**src/rtl/branch_pkg.sv**
```systemverilog
// Shared encodings and the default jump-target table for the branch/control stage.
package branch_pkg;

    localparam int PC_W_DEF = 6;

    // Major opcodes handled by the branch unit (Instruction[8:6]).
    typedef enum logic [2:0] {
        OP_CTL = 3'b110,
        OP_BR  = 3'b111
    } op_e;

    // Branch conditions (Instruction[5:4] when op is OP_BR).
    typedef enum logic [1:0] {
        ALW = 2'b00,
        EQ  = 2'b01,
        NE  = 2'b10,
        LT  = 2'b11
    } cond_e;

    // Control sub-operations (Instruction[5:4] when op is OP_CTL).
    typedef enum logic [1:0] {
        LOOP = 2'b00,
        DJNZ = 2'b01,
        CALL = 2'b10,
        RETH = 2'b11
    } ctl_e;

    // Under RETH, the index field selects return or halt; anything else is a no-op.
    localparam logic [3:0] IDX_HALT = 4'hF;
    localparam logic [3:0] IDX_RET  = 4'h0;

    // Jump targets addressed by the 4-bit index field; entry i holds 4*i.
    localparam logic [PC_W_DEF-1:0] JUMP_LUT [16] = '{
        6'd0,  6'd4,  6'd8,  6'd12, 6'd16, 6'd20, 6'd24, 6'd28,
        6'd32, 6'd36, 6'd40, 6'd44, 6'd48, 6'd52, 6'd56, 6'd60
    };

endpackage

```
**src/rtl/branch_lut.sv**
```systemverilog
// Combinational jump-target ROM: index field -> absolute jump target.
module branch_lut
    import branch_pkg::*;
#(
    parameter int PC_W    = 6,
    parameter int LUT_IDX = 4
) (
    input  logic [LUT_IDX-1:0] idx,
    output logic [PC_W-1:0]    target
);

    // Pure table lookup, resized to the program-counter width.
    always_comb begin
        target = PC_W'(JUMP_LUT[idx]);
    end

endmodule

```
**src/rtl/branch_unit.sv**
```systemverilog
// Branch/control stage: decodes the fetched instruction against registered
// Z/N flags, loop counter, one-entry link register and halt state, and drives
// Jen/Jump back to the program counter in the same cycle.
module branch_unit
    import branch_pkg::*;
#(
    parameter int PC_W    = 6,
    parameter int LUT_IDX = 4,
    parameter int CNT_W   = 4
) (
    input  logic             Clk,
    input  logic             Reset,
    input  logic [8:0]       Instruction,
    input  logic [PC_W-1:0]  PC,
    input  logic             alu_zero,
    input  logic             alu_neg,
    input  logic             flag_we,
    output logic             Jen,
    output logic [PC_W-1:0]  Jump,
    output logic             halted,
    output logic             err,
    output logic [CNT_W-1:0] loop_cnt
);

    logic [2:0]       op;
    logic [1:0]       sub;
    logic [3:0]       idx;
    logic [PC_W-1:0]  target;

    logic             flag_z;
    logic             flag_n;
    logic [PC_W-1:0]  link;
    logic             link_v;

    logic             flag_z_nxt;
    logic             flag_n_nxt;
    logic [CNT_W-1:0] loop_cnt_nxt;
    logic [PC_W-1:0]  link_nxt;
    logic             link_v_nxt;
    logic             halted_nxt;
    logic             err_nxt;

    assign op  = Instruction[8:6];
    assign sub = Instruction[5:4];
    assign idx = Instruction[3:0];

    branch_lut #(
        .PC_W    (PC_W),
        .LUT_IDX (LUT_IDX)
    ) u_lut (
        .idx    (Instruction[LUT_IDX-1:0]),
        .target (target)
    );

    // Decode: same-cycle jump request plus next values of every state register.
    always_comb begin
        Jen          = 1'b0;
        Jump         = '0;
        flag_z_nxt   = flag_z;
        flag_n_nxt   = flag_n;
        loop_cnt_nxt = loop_cnt;
        link_nxt     = link;
        link_v_nxt   = link_v;
        halted_nxt   = halted;
        err_nxt      = err;

        if (halted) begin
            // Re-jumping to the current PC keeps the fetch frozen; all state holds.
            Jen  = 1'b1;
            Jump = PC;
        end else begin
            // Flag writes land at the edge; this cycle's branch still sees the old flags.
            if (flag_we) begin
                flag_z_nxt = alu_zero;
                flag_n_nxt = alu_neg;
            end

            if (op == OP_BR) begin
                case (cond_e'(sub))
                    ALW:     Jen = 1'b1;
                    EQ:      Jen = flag_z;
                    NE:      Jen = ~flag_z;
                    LT:      Jen = flag_n;
                    default: Jen = 1'b0;
                endcase
                if (Jen) begin
                    Jump = target;
                end
            end else if (op == OP_CTL) begin
                case (ctl_e'(sub))
                    LOOP: begin
                        loop_cnt_nxt = CNT_W'(idx);
                    end
                    DJNZ: begin
                        // A zero counter saturates: no decrement, no jump.
                        if (loop_cnt != '0) begin
                            loop_cnt_nxt = loop_cnt - CNT_W'(1);
                            if (loop_cnt != CNT_W'(1)) begin
                                Jen  = 1'b1;
                                Jump = target;
                            end
                        end
                    end
                    CALL: begin
                        // Only one link entry: a nested call clobbers it and flags misuse.
                        if (link_v) begin
                            err_nxt = 1'b1;
                        end
                        link_nxt   = PC + PC_W'(1);
                        link_v_nxt = 1'b1;
                        Jen        = 1'b1;
                        Jump       = target;
                    end
                    RETH: begin
                        if (idx == IDX_RET) begin
                            if (link_v) begin
                                Jen        = 1'b1;
                                Jump       = link;
                                link_v_nxt = 1'b0;
                            end else begin
                                err_nxt = 1'b1;
                            end
                        end else if (idx == IDX_HALT) begin
                            // The halt cycle itself does not jump; freezing starts next cycle.
                            halted_nxt = 1'b1;
                        end
                    end
                    default: ;
                endcase
            end
        end
    end

    // State registers with asynchronous active-high reset.
    always_ff @(posedge Clk or posedge Reset) begin
        if (Reset) begin
            flag_z   <= 1'b0;
            flag_n   <= 1'b0;
            loop_cnt <= '0;
            link     <= '0;
            link_v   <= 1'b0;
            halted   <= 1'b0;
            err      <= 1'b0;
        end else begin
            flag_z   <= flag_z_nxt;
            flag_n   <= flag_n_nxt;
            loop_cnt <= loop_cnt_nxt;
            link     <= link_nxt;
            link_v   <= link_v_nxt;
            halted   <= halted_nxt;
            err      <= err_nxt;
        end
    end

endmodule
```
**config.mk**
```make
export PLATFORM = sky130hd
export DESIGN_NAME = branch_unit
export DESIGN_NICKNAME = d
export VERILOG_FILES = /design/src/rtl/branch_pkg.sv /design/src/rtl/branch_lut.sv /design/src/rtl/branch_unit.sv
export SDC_FILE = /design/constraint.sdc
export NUM_CORES = 1
export LEC_CHECK = 0
export CORE_ASPECT_RATIO = 0.6
export CORE_MARGIN = 2
export CORE_UTILIZATION = 30
export CTS_CLUSTER_DIAMETER = 50
export DETAILED_ROUTE_END_ITERATION = 10
export GPL_TIMING_DRIVEN = 0
export PLACE_DENSITY = 0.53
export SLEW_MARGIN = 20
export SYNTH_ARGS = -nofsm -noshare
export SYNTH_HDL_FRONTEND = slang
export SYNTH_SLANG_ARGS = --single-unit
```
**constraint.sdc**
```tcl
create_clock -name Clk -period 2 [get_ports Clk]
set_clock_uncertainty 0.2 [all_clocks]
set_input_delay 0.2 -clock Clk [delete_from_list [all_inputs] [get_ports Clk]]
set_output_delay 0.2 -clock Clk [all_outputs]
set_load 0.01 [all_outputs]
```
; ---- Word level (Yosys, flattened, before mapping)
; Memory sizes are Yosys's and may differ from the RTL's.
; Cells that the tools add are included.
[op_classes]
add_sub_neg = 2
magnitude_cmp = 1
eq_ne = 11
mux = 36
bitwise = 4
n_reduce_logical = 10
[ops]
columns = cell, n
row1 = 6-bit two-way mux, 10
row2 = 1-bit two-way mux, 19
row3 = 6-bit one-hot mux with 3 select lines, 1
row4 = 5-bit AND reduction, 2
row5 = 2-bit != test (second input constant), 4
row6 = 4-bit one-hot mux with 2 select lines, 1
row7 = 7-bit AND reduction, 1
row8 = 6-bit by 1-bit adder with 6-bit output (second input constant), 1
row9 = 3-bit equality test (second input constant), 2
row10 = 5-bit >= comparator (second input constant), 1
row11 = 4-bit NOT with 5-bit output, 1
row12 = 2-bit equality test (second input constant), 2
row13 = 4-bit equality test (second input constant), 1
row14 = 4-bit logical NOT, 1
row15 = 4-bit two-way mux, 1
row16 = 4-bit by 1-bit != test with 1-bit output (second input constant), 1
row17 = 1-bit one-hot mux with 2 select lines, 2
row18 = 1-bit one-hot mux with 4 select lines, 1
row19 = 4-bit AND reduction, 1
row20 = 2-bit nonzero test, 2
row21 = 4-bit nonzero test, 1
row22 = 4-bit by 1-bit subtractor with 4-bit output (second input constant), 1
row23 = 1-bit NOT, 3
row24 = 1-bit one-hot mux with 3 select lines, 1
row25 = other kinds (3), 3
[word_totals]
register_bits = 15
rom_bits = 96
in_bits = 20
output_inout_bits = 13
elab_cells = 72
memories = 1
[memory_table]
columns = name, depth, width, read_ports, rd_ports_with_merged_regs, wr, line_no
row1 = (no name shown), 16, 6, 1, 0, 0, branch_lut.sv:14  ; target = PC_W'(JUMP_LUT[idx]);

; ---- Depth between registers and ports, before layout
[logic_depth]
word_depth = 10
mapped_depth = 6

; ---- Modules after synthesis
; From an unflattened synthesis, not the netlist that was laid out.
[hier_totals]
cells_unflattened = 117
area_unflattened_um2 = 1094.8
[modules_own_cells]
columns = module, instances, cells_each, area_each_um2, seq_area_each_um2
row1 = branch_unit, 1, 110, 1046.0, 375.4
row2 = branch_lut, 1, 7, 48.8, 0.0

; ---- Least setup slack after synthesis
; No wires, ideal clock.
[synth_path]
kind = reg2out
from = reg loop_cnt[0]
to = out Jump[4]
arrival_ns = 1.481
required_time_ns = 1.600
path_slack_ns = 0.119
stages_incl_launch_ff = 7
n_path_buf = 0
cell_sequence = dfrtp_1 inv_1 ha_1 nor2_1 o31ai_1 a221oi_2 a221o_1
[synth_between]
elab_chain_cells = 7
[synth_lines]
columns = element, line_no
row1 = "start, declared", branch_unit.sv:22  ; output logic [CNT_W-1:0] loop_cnt
row2 = "start signal, assigned", branch_unit.sv:147  ; loop_cnt <= loop_cnt_nxt;
row3 = 4-bit by 1-bit != test with 1-bit output, branch_unit.sv:98  ; if (loop_cnt != CNT_W'(1)) begin
row4 = 6-bit two-way mux, branch_unit.sv:98
row5 = 6-bit two-way mux *, branch_unit.sv:96  ; if (loop_cnt != '0) begin
row6 = 6-bit one-hot mux with 3 select lines *, branch_unit.sv:90  ; case (ctl_e'(sub))
row7 = 6-bit two-way mux *, branch_unit.sv:89  ; end else if (op == OP_CTL) begin
row8 = 6-bit two-way mux *, branch_unit.sv:78  ; if (op == OP_BR) begin
row9 = 6-bit two-way mux *, branch_unit.sv:67  ; if (halted) begin
row10 = "end, declared", branch_unit.sv:19  ; output logic [PC_W-1:0] Jump,
; Mark *: on every way between the ends. The rest lies on a longest branch, timed or not.

; ---- Final worst setup path
[layout_path]
from = reg loop_cnt[1]
to = out Jen
[layout_between]
elab_chain_cells = 7
[layout_lines]
columns = element, line_no
row1 = 4-bit by 1-bit != test with 1-bit output, branch_unit.sv:98
row2 = 1-bit two-way mux, branch_unit.sv:98
row3 = 1-bit two-way mux *, branch_unit.sv:96
row4 = 1-bit one-hot mux with 3 select lines *, branch_unit.sv:90
row5 = 1-bit two-way mux *, branch_unit.sv:89
row6 = 1-bit two-way mux *, branch_unit.sv:78
row7 = 1-bit two-way mux *, branch_unit.sv:67
row8 = "end, declared", branch_unit.sv:18  ; output logic Jen,
; Marks and branches as above.

==> Implementation_results.wiki <==
{| class="wikitable"
! Metric !! Value
|-
| Detail Route met3 WL || roughly 170 um
|-
| Nets in the synthesized netlist || about 130
|-
| Final weighted congestion of routability-driven global placement || between 0.8 and 0.9
|-
| Die area || 4000 um^2
|-
| Detailed placer's ending HPWL || around 2200 um
|-
| Synth Cell Area || 1050 um^2
|-
| Number of global-route vias before repair || 1012
|-
| Reg-to-reg critical path startpoint || loop_cnt[1]
|-
| Most frequent cells in the layout || sky130_fd_sc_hd__buf_4, sky130_fd_sc_hd__clkdlybuf4s50_1, sky130_fd_sc_hd__dfrtp_1
|-
| Slew @ Worst Pin || roughly 630 ps
|-
| Combinational cell fraction of total power || 21.8%
|-
| Horiz. Die Dim || 80.3 um
|-
| Number of pins exceeding their max-slew limit in the final report || 0
|-
| Worst voltage drop across the vdd grid || about 0.00026 V
|-
| Mean instance size in the synthesized netlist || 9.62 um^2
|-
| Path type of the worst setup path || register to output port
|-
| Std-Cell Rows || 16
|-
| Wire length after detailed routing || approximately 3300 um
|-
| Internal cell power || about 0.54 mW
|-
| Clock transition time at the flip-flop clock pins of the worst setup and hold paths || approximately 70 ps
|-
| Achievable Freq || about 450 MHz
|-
| Drt via density || ~5.1
|-
| Slack of the critical path || -215 ps
|-
| Reg-to-reg setup timing slack || roughly 110 ps
|-
| Seq pwr share || between 40 and 50%
|-
| Initial detailed-routing violation count || 17
|-
| Source-to-sink clock delay at the later pin of the worst-skew pair || ~260 ps
|-
| Origin of the worst min-delay path || Instruction[1]
|-
| Part of the power in the clock network || 35.4%
|-
| Slew headroom || 58.1%
|-
| DP Area || 1420 um^2
|-
| Outcome || finished, violations left
|-
| Yosys cell types || 34
|-
| Mean routed wirelength per cell || approximately 16 um
|-
| Net Sw Frac || a little over a quarter
|-
| Violations in the final reports || negative setup slack
|-
| Share of layout cells above drive strength 1 || a little over a third
|-
| Endpoint of the worst hold-timing path || halted
|-
| Kind of launch point of the worst setup path || register
|-
| Seq/Total Area, Yosys || between 30 and 40%
|-
| Nets || ~190
|-
| TritonRoute pass-1 iters || 4
|-
| Sum of internal, switching and leakage power || about 0.73 mW
|-
| Total via count in the routed design || 1064
|-
| Yosys warnings || 0
|-
| Master cell of the clock root buffer || sky130_fd_sc_hd__clkbuf_8
|-
| Maximum capacitance violations || 0
|-
| Routed met1 length || about 1600 um
|-
| Psw || 0.197 mW
|-
| Worst hold margin || roughly 44 ps
|-
| Period utilisation layout || 111%
|-
| CP Data Required Time || about 1600 ps
|-
| Hold Crit Class || primary input to register
|-
| Number of buffers on the longest clock path || 2
|-
| Pleak || 0.775 nW
|-
| Crit path max fanout || 4
|-
| Worst Setup Slack post-DPL || -907 ps
|-
| Register-to-Register Path Depth || 6
|-
| Worst-path cell chain || inv_2, ha_4, nor2_4, o31ai_4, buf_4, o211ai_1, a41o_1, buf_2
|-
| FF+latch area || 377 um^2
|-
| Congestion Overflow GR || 0
|-
| Top-level I/O count || 33
|-
| Final setup fails || 7
|-
| Final-layout fill cell count || 315
|-
| Final antenna-violating net count || 0
|-
| GRT Util Overall || between 10% and 20%
|-
| Library cell contributing the largest single delay on the critical path || sky130_fd_sc_hd__dfrtp_1
|-
| Maximum number of pins on one net before global-route repair || 16
|-
| Sinks on Clock Net || 15
|-
| Inserted Diodes || 0
|-
| Reg2reg end || loop_cnt[3]
|-
| Hold-fix buffers, CTS || 0
|-
| Area of the core || ~3300 um^2
|-
| Fin crit period || 2210 ps
|-
| Global-route wire length before repair || 5170 um
|-
| Final Hold Vio Count || 0
|-
| Areal power density over the cells || 436 nW/um^2
|-
| Number of remaining DRC errors || 0
|-
| Delay contributed by the slowest stage of the critical path || roughly 400 ps
|-
| Uppermost layer routed || met4
|-
| Total negative slack || -933 ps
|-
| Clock tree from TritonCTS || built
|-
| Met2 WL || 1530 um
|-
| Unrepaired setup endpoints after global routing || yes
|-
| Signed area change from the synthesized netlist to the final layout || 60.6%
|-
| Starting density of the core || a little under a third
|-
| Number of standard cells after synthesis || between 100 and 150
|-
| Clock buffer count from CTS || 3
|-
| Number of synthesized register bits || 15
|-
| Hold Path Stages || 3
|-
| Antenna violations before repair || 0
|-
| Arrival time reported for the critical path endpoint || 1810 ps
|-
| Port bufs || 31
|-
| Area of the multi-input gates || just under 700 um^2
|-
| Kind of capture point of the worst setup path || output port
|-
| Final non-filler cell area || between 1500 and 2000 um^2
|-
| H-tree levels || 1
|-
| Die Height || around 50 um
|}
==> routing by layer <==
layer  track usage [%]  vias to the layer above
met5                 0                        -
met4              7.63                        0
met3              4.21                        4
met2              25.0                       34
met1              24.9                      514
li1                  -                      512
==> cells by family (layout without fill, tap and decap cells) <==
group / count (synthesis) / after routing / share of synthesized area, %
buffers and inverters: 11 / 65 / 6.80
multiplexers: 3 / 3 / 3.22
AO/OA/AOI/OAI: 34 / 34 / 24.0
XOR/XNOR: 4 / 4 / 3.34
adder cells (fa/ha/maj): 4 / 4 / 4.77
AND/OR/NAND/NOR: 38 / 38 / 22.1
flip-flops: 15 / 15 / 35.8
==> Yosys cell counts <==
| cell type | count | area share, % |
|---|---|---|
| sky130_fd_sc_hd__o211a_1 | 2 | 1.9 |
| sky130_fd_sc_hd__xor2_1 | 2 | 1.7 |
| sky130_fd_sc_hd__xnor2_1 | 2 | 1.7 |
| sky130_fd_sc_hd__nor4bb_1 | 1 | 0.95 |
| sky130_fd_sc_hd__o21ai_0 | 3 | 1.4 |
| sky130_fd_sc_hd__nand2_1 | 9 | 3.2 |
| sky130_fd_sc_hd__a41o_1 | 1 | 0.95 |
| sky130_fd_sc_hd__mux2_2 | 3 | 3.2 |
| sky130_fd_sc_hd__dfrtp_1 | 15 | 36 |
| sky130_fd_sc_hd__buf_2 | 2 | 0.95 |
| sky130_fd_sc_hd__nand2b_1 | 2 | 1.2 |
| sky130_fd_sc_hd__nor3_1 | 3 | 1.4 |
| sky130_fd_sc_hd__nand3_1 | 3 | 1.4 |
| sky130_fd_sc_hd__nand4_1 | 2 | 1.2 |
| sky130_fd_sc_hd__clkbuf_8 | 2 | 2.6 |
| sky130_fd_sc_hd__nand2b_2 | 1 | 0.84 |
| sky130_fd_sc_hd__nor2_1 | 8 | 2.9 |
| sky130_fd_sc_hd__nor4_1 | 1 | 0.60 |
| sky130_fd_sc_hd__a221o_1 | 1 | 0.95 |
| sky130_fd_sc_hd__buf_6 | 1 | 1.1 |
| sky130_fd_sc_hd__a21oi_1 | 10 | 4.8 |
| sky130_fd_sc_hd__o211ai_1 | 3 | 2.1 |
| sky130_fd_sc_hd__nor2b_1 | 3 | 1.8 |
| sky130_fd_sc_hd__nand3b_1 | 2 | 1.4 |
| sky130_fd_sc_hd__nor4_4 | 2 | 4.1 |
| sky130_fd_sc_hd__a32o_1 | 1 | 0.95 |
| sky130_fd_sc_hd__a22o_2 | 2 | 1.9 |
| sky130_fd_sc_hd__o31ai_1 | 4 | 2.9 |
| sky130_fd_sc_hd__inv_1 | 6 | 2.1 |
| sky130_fd_sc_hd__or4_4 | 1 | 1.1 |
| sky130_fd_sc_hd__ha_1 | 4 | 4.8 |
| sky130_fd_sc_hd__a22o_1 | 3 | 2.5 |
| sky130_fd_sc_hd__a221oi_2 | 1 | 1.4 |
| sky130_fd_sc_hd__a21o_1 | 3 | 2.1 |
==> critical path, delay by kind of cell, from the launching register on <==
kind | cells | cell delay, ps
buffers and inverters | 3 | 410
adders and majority gates | 1 | 160
AOI/OAI and AO/OA | 3 | 530
and+or+nand+nor | 1 | 40
DFF | 1 | 400
==> stage by stage <==
stage          std cells  util, %
2_1_floorplan        109        -
3_3_place_gp         185     42.8
3_5_place_dp         185     42.8
4_1_cts              202     48.6
5_1_grt              208     51.0
6_report             208     51.0
==> power groups by stage <==
stage / Clock (mW) / Sequential [mW] / Combinational [mW]
finish: 0.260 / 0.314 / 0.160
CTS: 0.271 / 0.314 / 0.145
global route: 0.283 / 0.315 / 0.173
detailed placement: 0 / 0.319 / 0.137
global placement: 0 / 0.319 / 0.136
floorplan: 0 / 0.319 / 0.0627
==> registers in the layout, indices dropped and copies added, names as in the netlist <==
| register | count |
|---|---|
| err | 1 |
| flag_n | 1 |
| flag_z | 1 |
| halted | 1 |
| link | 6 |
| link_v | 1 |
| loop_cnt | 4 |
==> final cells by class <==
| type | instances | share of cell area, % |
|---|---|---|
| Multi-Input combinational cell | 83 | 40.7 |
| Timing Repair Buffer | 50 | 26.5 |
| Sequential cell | 15 | 22.4 |
| Tap cell | 45 | 3.34 |
| Buffer | 5 | 3.05 |
| Clock buffer | 4 | 2.67 |
| Inverter | 6 | 1.34 |
==> how the worst max path moves through the flow <==
stage / from / endpoint / slack (ps) / cells after the start
after detailed placement: Instruction[2] / Jump[4] / -910 / 6
after global placement: Instruction[2] / Jump[4] / -930 / 6
after floorplan: loop_cnt[0] / Jump[4] / 120 / 6
after global routing: loop_cnt[1] / Jen / -320 / 8
final: loop_cnt[1] / Jen / -210 / 8
after CTS: loop_cnt[0] / Jump[4] / -260 / 7
==> what timing repair did <==
item / CTS / global route
setup buffers: 15 / 6
gates resized for setup: 62 / 17
endpoints found under the setup margin: 7 / 13
gates cloned: 0 / 1
pin swaps: 13 / 9
No activity file was read; power rests on OpenSTA's default activity.
